$ cat src/rtl/regfile_writeback_unit_pkg.sv
// Shared register-file constants used by the write-side front end and the register file itself.
package regfile_writeback_unit_pkg;
   localparam int         RF_DATA_WIDTH = 32;
   localparam int         RF_ADDR_WIDTH = 5;
   localparam int         REG_COUNT     = 32;
   localparam logic [4:0] ZERO_REG      = 5'd0;
endpackage

$ cat src/rtl/regfile_writeback_fifo.sv
// Small power-of-two FIFO that buffers memory-path results until they win the write port.
module writeback_fifo #(
   parameter int WIDTH = 37,
   parameter int DEPTH = 2
) (
   input  logic             clk,
   input  logic             rst,
   input  logic             push,
   input  logic [WIDTH-1:0] push_data,
   input  logic             pop,
   output logic             full,
   output logic             empty,
   output logic [WIDTH-1:0] head
);
   localparam int PTR_W = (DEPTH > 1) ? $clog2(DEPTH) : 1;

   logic [WIDTH-1:0] mem [DEPTH];
   logic [PTR_W-1:0] wr_ptr, rd_ptr;
   logic [PTR_W:0]   count;
   logic             do_push, do_pop;

   assign full    = (count == (PTR_W+1)'(DEPTH));
   assign empty   = (count == '0);
   assign do_push = push && !full;
   assign do_pop  = pop && !empty;
   assign head    = mem[rd_ptr];

   // Pointers wrap naturally because DEPTH is a power of two.
   always_ff @(posedge clk) begin
      if (!rst) begin
         wr_ptr <= '0;
         rd_ptr <= '0;
         count  <= '0;
      end else begin
         if (do_push) wr_ptr <= wr_ptr + PTR_W'(1);
         if (do_pop)  rd_ptr <= rd_ptr + PTR_W'(1);
         case ({do_push, do_pop})
            2'b10:   count <= count + (PTR_W+1)'(1);
            2'b01:   count <= count - (PTR_W+1)'(1);
            default: count <= count;
         endcase
      end
   end

   always_ff @(posedge clk) begin
      if (do_push) mem[wr_ptr] <= push_data;
   end
endmodule

$ cat src/rtl/regfile_writeback_unit.sv
// Register-file write front end: ALU/memory arbitration, output register stage,
// pending-destination scoreboard and same-cycle read bypass.
module regfile_writeback_unit
   import regfile_writeback_unit_pkg::*;
#(
   parameter int DATA_WIDTH     = RF_DATA_WIDTH,
   parameter int ADDR_WIDTH     = RF_ADDR_WIDTH,
   parameter int MEM_FIFO_DEPTH = 2
) (
   input  logic                  clk,
   input  logic                  rst,
   input  logic                  alu_valid,
   output logic                  alu_ready,
   input  logic [ADDR_WIDTH-1:0] alu_rd,
   input  logic [DATA_WIDTH-1:0] alu_data,
   input  logic                  mem_valid,
   output logic                  mem_ready,
   input  logic [ADDR_WIDTH-1:0] mem_rd,
   input  logic [DATA_WIDTH-1:0] mem_data,
   input  logic                  issue_valid,
   input  logic [ADDR_WIDTH-1:0] issue_rd,
   input  logic [ADDR_WIDTH-1:0] query_rs0,
   input  logic [ADDR_WIDTH-1:0] query_rs1,
   output logic                  busy_rs0,
   output logic                  busy_rs1,
   output logic                  byp_hit0,
   output logic                  byp_hit1,
   output logic [DATA_WIDTH-1:0] byp_data0,
   output logic [DATA_WIDTH-1:0] byp_data1,
   output logic                  rf_write_enable,
   output logic [ADDR_WIDTH-1:0] rf_write_address,
   output logic [DATA_WIDTH-1:0] rf_data_to_write
);
   localparam int NREG = 1 << ADDR_WIDTH;
   localparam int NPORT = 2;
   localparam logic [ADDR_WIDTH-1:0] ZERO = ADDR_WIDTH'(ZERO_REG);

   typedef struct packed {
      logic [ADDR_WIDTH-1:0] rd;
      logic [DATA_WIDTH-1:0] data;
   } wb_entry_t;

   wb_entry_t alu_ent, mem_ent, head, commit;
   logic      fifo_full, fifo_empty, push, pop, alu_take, commit_valid;
   logic      rf_from_mem;
   logic [NREG-1:0] sb, sb_next;
   logic      sb_clr_en, issue_conflict;

   assign alu_ent   = '{rd: alu_rd, data: alu_data};
   assign mem_ent   = '{rd: mem_rd, data: mem_data};
   assign alu_ready = !fifo_full;
   assign mem_ready = !fifo_full;
   assign push      = mem_valid && mem_ready;
   assign alu_take  = alu_valid && alu_ready;

   // A full FIFO always drains first; otherwise the ALU wins and the FIFO fills idle slots.
   assign pop          = !fifo_empty && (fifo_full || !alu_take);
   assign commit_valid = alu_take || !fifo_empty;
   assign commit       = pop ? head : alu_ent;

   writeback_fifo #(
      .WIDTH(ADDR_WIDTH + DATA_WIDTH),
      .DEPTH(MEM_FIFO_DEPTH)
   ) u_mem_fifo (
      .clk       (clk),
      .rst       (rst),
      .push      (push),
      .push_data (mem_ent),
      .pop       (pop),
      .full      (fifo_full),
      .empty     (fifo_empty),
      .head      (head)
   );

   always_ff @(posedge clk) begin
      if (!rst) begin
         rf_write_enable  <= 1'b0;
         rf_write_address <= '0;
         rf_data_to_write <= '0;
         rf_from_mem      <= 1'b0;
      end else begin
         rf_write_enable <= commit_valid && (commit.rd != ZERO);
         rf_from_mem     <= pop;
         if (commit_valid) begin
            rf_write_address <= commit.rd;
            rf_data_to_write <= commit.data;
         end
      end
   end

   // Clear lands on the same edge the register file captures; a same-edge issue wins.
   assign sb_clr_en = rf_write_enable && rf_from_mem;

   always_comb begin
      sb_next = sb;
      if (sb_clr_en) sb_next[rf_write_address] = 1'b0;
      if (issue_valid) sb_next[issue_rd] = 1'b1;
      sb_next[0] = 1'b0;
   end

   always_ff @(posedge clk) begin
      if (!rst) sb <= '0;
      else      sb <= sb_next;
   end

   assign issue_conflict = issue_valid && sb[issue_rd] &&
                           !(sb_clr_en && rf_write_address == issue_rd);

   issue_to_busy_rd: assert property (@(posedge clk) disable iff (!rst) !issue_conflict);

   logic [NPORT-1:0][ADDR_WIDTH-1:0] query;
   logic [NPORT-1:0]                 busy, hit;

   assign query = {query_rs1, query_rs0};

   for (genvar p = 0; p < NPORT; p++) begin : g_port
      assign busy[p] = sb[query[p]];
      assign hit[p]  = rf_write_enable && (rf_write_address == query[p]) && (query[p] != ZERO);
   end

   assign busy_rs0  = busy[0];
   assign busy_rs1  = busy[1];
   assign byp_hit0  = hit[0];
   assign byp_hit1  = hit[1];
   assign byp_data0 = rf_data_to_write;
   assign byp_data1 = rf_data_to_write;
endmodule

$ cat config.mk
export PLATFORM = sky130hd
export DESIGN_NAME = regfile_writeback_unit
export DESIGN_NICKNAME = d
export VERILOG_FILES = /design/src/rtl/regfile_writeback_unit_pkg.sv /design/src/rtl/regfile_writeback_fifo.sv /design/src/rtl/regfile_writeback_unit.sv
export SDC_FILE = /design/constraint.sdc
export NUM_CORES = 1
export LEC_CHECK = 0
export ABC_AREA = 1
export CAP_MARGIN = 40
export CORE_MARGIN = 5
export CORE_UTILIZATION = 43
export DETAILED_ROUTE_END_ITERATION = 8
export PLACE_DENSITY_LB_ADDON = 0.12
export SETUP_SLACK_MARGIN = 0.1
export SLEW_MARGIN = 20
export SYNTH_ARGS = -nofsm -noshare
export SYNTH_HDL_FRONTEND = slang
export SYNTH_SLANG_ARGS = --single-unit
$ cat constraint.sdc
create_clock -name clk -period 2.5 [get_ports clk]
set_input_delay 0.5 -clock clk [delete_from_list [all_inputs] [get_ports clk]]
set_output_delay 0.5 -clock clk [all_outputs]
set_load 0.005 [all_outputs]
Word-level counts from Yosys, hierarchy flattened
Memory sizes are Yosys's and may differ from the RTL's. A register that Yosys moved wholly into a read port is not among the register bits.
Index checks and enable logic that the tools add are counted.
W data, S select, Z words.
Cells by class
  bitwise gates (word level): 3
  mux-type cells: 16
  eq/ne operators: 5
  magnitude comparators: 6
  $add $sub $neg: 4
  reduce and logical (&&, ||, !) cells: 23
Operator list (count)
  $mux W32: 2
  $mux W37: 1
  $and A32 B32 Y32: 1
  $not A32 Y32: 1
  $or A32 B32 Y32: 1
  $lt A5 B6 Y1 const B: 4
  $reduce_bool A5 Y1: 3
  $logic_and A1 B1 Y1: 13
  $bmux W1 S5: 2
  $demux W1 S5: 2
  $eq A5 B5 Y1: 2
  $ge A5 B1 Y1 const B: 2
  $mux W1: 8
  $eq A2 B2 Y1 const B: 2
  $pmux W2 S2: 1
  $logic_not A1 Y1: 3
  $add A1 B1 Y1 const B: 2
  $add A2 B1 Y2 const B: 1
  $eq A2 B1 Y1 const B: 1
  $logic_not A2 Y1: 1
  $logic_or A1 B1 Y1: 2
  $reduce_bool A2 Y1: 1
  $sub A2 B1 Y2 const B: 1
Storage, ports and cells
  RAM bits: 74
  bits in registers: 75
  output and inout port bits: 108
  bits of input ports: 94
  memories kept: 1
Memory list
  u_mem_fifo.mem: words 2, bits a word 37, read ports 1, clocked after memory_dff 1, write ports 1, line regfile_writeback_fifo.sv:17  | logic [WIDTH-1:0] mem [DEPTH];

Logic depth before layout (Yosys ltp)
  depth after elaboration: 9
  gate-level depth with buffers: 11
  mapped depth without buffers: 10

Hierarchy
A second synthesis with hierarchy kept.
Unflattened totals
  cell total of the unflattened synthesis: 793
  area, all modules: 7323.3 sq um
By module, submodules not included
  regfile_writeback_unit: area an instance 4251.6 sq um, seq. area each 1401.3 sq um, times used 1, cells an instance 638
  writeback_fifo: area an instance 3071.7 sq um, seq. area each 2322.2 sq um, times used 1, cells an instance 155

Worst setup path before layout
No wires, ideal clock.
  kind: register -> register
  from: register u_mem_fifo.count[0]
  to: memory u_mem_fifo.mem[1][0] (enable)
  cell stages (with the launch flop): 5
  path slack: -147 ps
  setup time: 433 ps
  data arrival time: 2215 ps
  path buffers: 0
  path through: dfxtp_1 > inv_2 > nand2_4 > nand2_1 > nor2_1
On the way
  word-level cells in the longest chain between the ends: 6
RTL lines
  start: declaration: line regfile_writeback_fifo.sv:19  | logic [PTR_W:0] count;
  start signal: assignment: line regfile_writeback_fifo.sv:38  | 2'b10: count <= count + (PTR_W+1)'(1);
  start signal: assignment: line regfile_writeback_fifo.sv:39  | 2'b01: count <= count - (PTR_W+1)'(1);
  start signal: assignment: line regfile_writeback_fifo.sv:40  | default: count <= count;
  $eq A2 B2 Y1 (*): line regfile_writeback_fifo.sv:22  | assign full = (count == (PTR_W+1)'(DEPTH));
  $logic_not A1 Y1 (*)
  named net alu_ready: line regfile_writeback_unit.sv:13  | output logic alu_ready,
  $logic_and A1 B1 Y1: line regfile_writeback_unit.sv:53  | assign push = mem_valid && mem_ready;
  $logic_and A1 B1 Y1 (*): line regfile_writeback_fifo.sv:24  | assign do_push = push && !full;
  $mux W1 (*): line regfile_writeback_fifo.sv:46  | if (do_push) mem[wr_ptr] <= push_data;
  $mux W1 (implied by the code) (*): line regfile_writeback_fifo.sv:46
  end: declaration: line regfile_writeback_fifo.sv:17
The timed path passes the listed nets; every way through them passes the cells marked *.

Worst setup path in the final report
  from: register rf_write_address[4]
  to: output byp_hit0
On the way
  word-level cells in the longest chain between the ends: 3
RTL lines
  start: declaration: line regfile_writeback_unit.sv:31  | output logic [ADDR_WIDTH-1:0] rf_write_address,
  start signal: assignment: line regfile_writeback_unit.sv:85  | rf_write_address <= commit.rd;
  $eq A5 B5 Y1: line regfile_writeback_unit.sv:118  | assign hit[p] = rf_write_enable && (rf_write_address == query[p]) && (query[p] != ZERO);
  $logic_and A1 B1 Y1 (2 in a row): line regfile_writeback_unit.sv:118
  end: declaration: line regfile_writeback_unit.sv:26  | output logic byp_hit0,
No other way between the ends.

==> metrics.txt <==
leading cell type in the layout, fill and taps excluded clkdlybuf4s50_1; Iter 0 DRT Violations 374; DP HPWL 13350 µm; number of max-cap violations 0; DR vias/cell 5.036; core region area 0.01594 mm²; slowest stage delay, CP 0.52 ns; Worst Skew 0.01256 ns; Final Cell Area 0.009474 mm²; Slew Limit Headroom 59.98%; Synthesis Warnings 0; Crit. End Element output port; pre-CTS WS -0.2684 ns; CP Class reg2out; Hold Path Cell Cnt 1; worst setup path startpoint rf_write_address[4]$_SDFFE_PN0P_; largest net degree at the start of global routing 49; Clock Pin Slew Worst Setup and Hold Paths 0.06 ns; Congestion Overflow GR 0; CP arrival 1.87 ns; first-pass GRT wire length 29770 µm; Final Power 8885 µW; die area 0.01898 mm²; diodes inserted 0; PnR worst setup slack 0.1257 ns; Hold Path Class reg2reg; reg-to-reg startpoint u_mem_fifo.count[0]$_SDFFE_PN0P_; Util after Layout 59.43%; Tcrit/Tclk final 94.97%; LEAKAGE 0.003600 µW; IO Pins 202; Layout area overhead 35.00%; TritonCTS buffer count 17; Post-synth ARST share 0%; Skew-Pair Late Insertion Delay 0.43 ns; area leader, netlist edfxtp_1; R2R depth 6; status finished clean; Mapped Cells 824; H-tree depth 4; die height 137.8 µm; worst hold path startpoint u_mem_fifo.rd_ptr$_SDFFE_PN0P_; critical path's slowest cell clkdlybuf4s50_1; Root Buffer clkbuf_16; Post-Syn Area 0.007018 mm²; TritonCTS Sinks 149; layout cells sized above 1 8.350%; crit path time final 2.374 ns; RSZ-0062 raised after global routing true; worst slew pin tran 0.5957 ns; IO Port Bufs 201; Final Wtd Congestion 0.8764; via count 6033; Area contributors post-synth edfxtp_1, dfxtp_1, nand2_1, buf_4, nand3_1; Slew Limit Fails 0; Req. time, crit path 2.00 ns; Syn Nets 919; GRT Total Usage 20.21%; Top FF cell, synth dfxtp_1; hold_buf cts 0; Min-Delay Endpoint u_mem_fifo.rd_ptr$_SDFFE_PN0P_; drt total wl 18920 µm; Pre-antenna DRT Iters 5; postcts setup bufs 0; Final Hold Slack 0.4541 ns; # DRC 0; FP Rows 46; FF-to-FF End byp_data0[5]$_SDFFE_PN0P_; initial antenna violation count 0; CP startpoint kind flip-flop; DIE WIDTH 137.8 µm; initial core utilization 44.02%; crit-path max FO 9; reg2reg setup slack 0.85 ns; f_max 421.2 MHz; Routed WL per cell 15.80 µm; sequential cell area fraction in the yosys report 53.06%; FF+latch count, synth 149; syn_area_per_cell 8.517 µm²; most frequent cells in the layout clkdlybuf4s50_1, nand2_1, nand3_1; Final Hold Viols 0; Peak VDD IR 0.5936 mV; DP Area 0.008845 mm²; Final nets 1064; Final setup viols 0; CTS tree built; cells along the critical path inv_2, o22ai_1, a21oi_1, nand3_1, nor2_1, clkdlybuf4s50_1; EDFF count, synth 74; post-synth top area share 31.66%; Cell variety after synth 27; DRT antenna net count 0; Clock Tree Buf Depth 2; vias in the first global route 5669; Power Density 937.8 mW/mm²
where the power goes:
part / total [µW] / leakage (µW) / switching [µW] / internal [µW]
clock: 2560 / 0.000285 / 1060 / 1500
sequential: 3350 / 0.00131 / 330 / 3020
combinational: 2970 / 0.00201 / 1450 / 1530
worst max-delay path: cells and delay by family, from the launching register on:
family	cells	cell delay (ns)
flip-flops	1	0.41
buffers and inverters	2	0.66
AO/OA/AOI/OAI	2	0.22
AND/OR/NAND/NOR	2	0.17
synthesized netlist by cell type (all sizes together), types with 2 or more instances:
cell,number
nand2,189
dfxtp,75
o22ai,2
clkbuf,15
buf,89
clkinv,2
inv,33
nor2,81
edfxtp,74
o21ai,91
nand3,92
a21oi,40
o211ai,25
xnor2,2
nor3,11
flip-flops by register name, summed over array words and instances (netlist names), named ones only:
register           cells
u_mem_fifo.mem        74
byp_data0             32
sb                    31
rf_write_address       5
u_mem_fifo.count       2
rf_from_mem            1
rf_write_enable        1
u_mem_fifo.rd_ptr      1
u_mem_fifo.wr_ptr      1
stage by stage:
stage | setup TNS (ns) | cells
finish | 0 | 1198
global route | 0 | 1198
CTS | 0 | 1198
detailed placement | -0.8295 | 1165
global placement | -0.8273 | 1165
floorplan | 0 | 824
per-layer routing:
| layer | wire (µm) | share of wire (%) | track usage, % |
|---|---|---|---|
| met5 | 0 | 0 | 0 |
| met4 | 322 | 1.7 | 6.092 |
| met3 | 1226 | 6.5 | 6.026 |
| met2 | 9319 | 49 | 33.32 |
| met1 | 8056 | 43 | 25.66 |
cell families (layout without fill, tap and decap cells):
kind of cell / count (synthesis) / after routing / synth area share, %
AO/OA/AOI/OAI: 158 / 158 / 12.19
XOR/XNOR: 3 / 3 / 0.3745
adder cells (fa/ha/maj): 1 / 1 / 0.1783
buffers and inverters: 139 / 297 / 12.14
flip-flops: 149 / 149 / 53.06
AND/OR/NAND/NOR: 374 / 374 / 22.05
worst max path at each step:
stage	end
2_1_floorplan	u_mem_fifo.mem[1][0]$_DFFE_PP_
3_3_place_gp	busy_rs0
3_5_place_dp	busy_rs0
4_1_cts	byp_hit0
5_1_grt	byp_hit0
6_report	byp_hit0
layout make-up:
cell class,instances,area [µm²]
Clock buffer,18,429.2
Clock inverter,14,165.2
Fill cell,1429,6469
Inverter,35,145.1
Multi-Input combinational cell,536,2462
Sequential cell,149,3727
Tap cell,216,270.3
Timing Repair Buffer,229,2270
Timing Repair inverter,1,5.005
repair_timing:
item,in CTS,in global routing
gates resized for setup,23,11
gates cloned,1,0
endpoints found under the setup margin,4,2
Note: power is estimated with default switching activity, not from simulation.
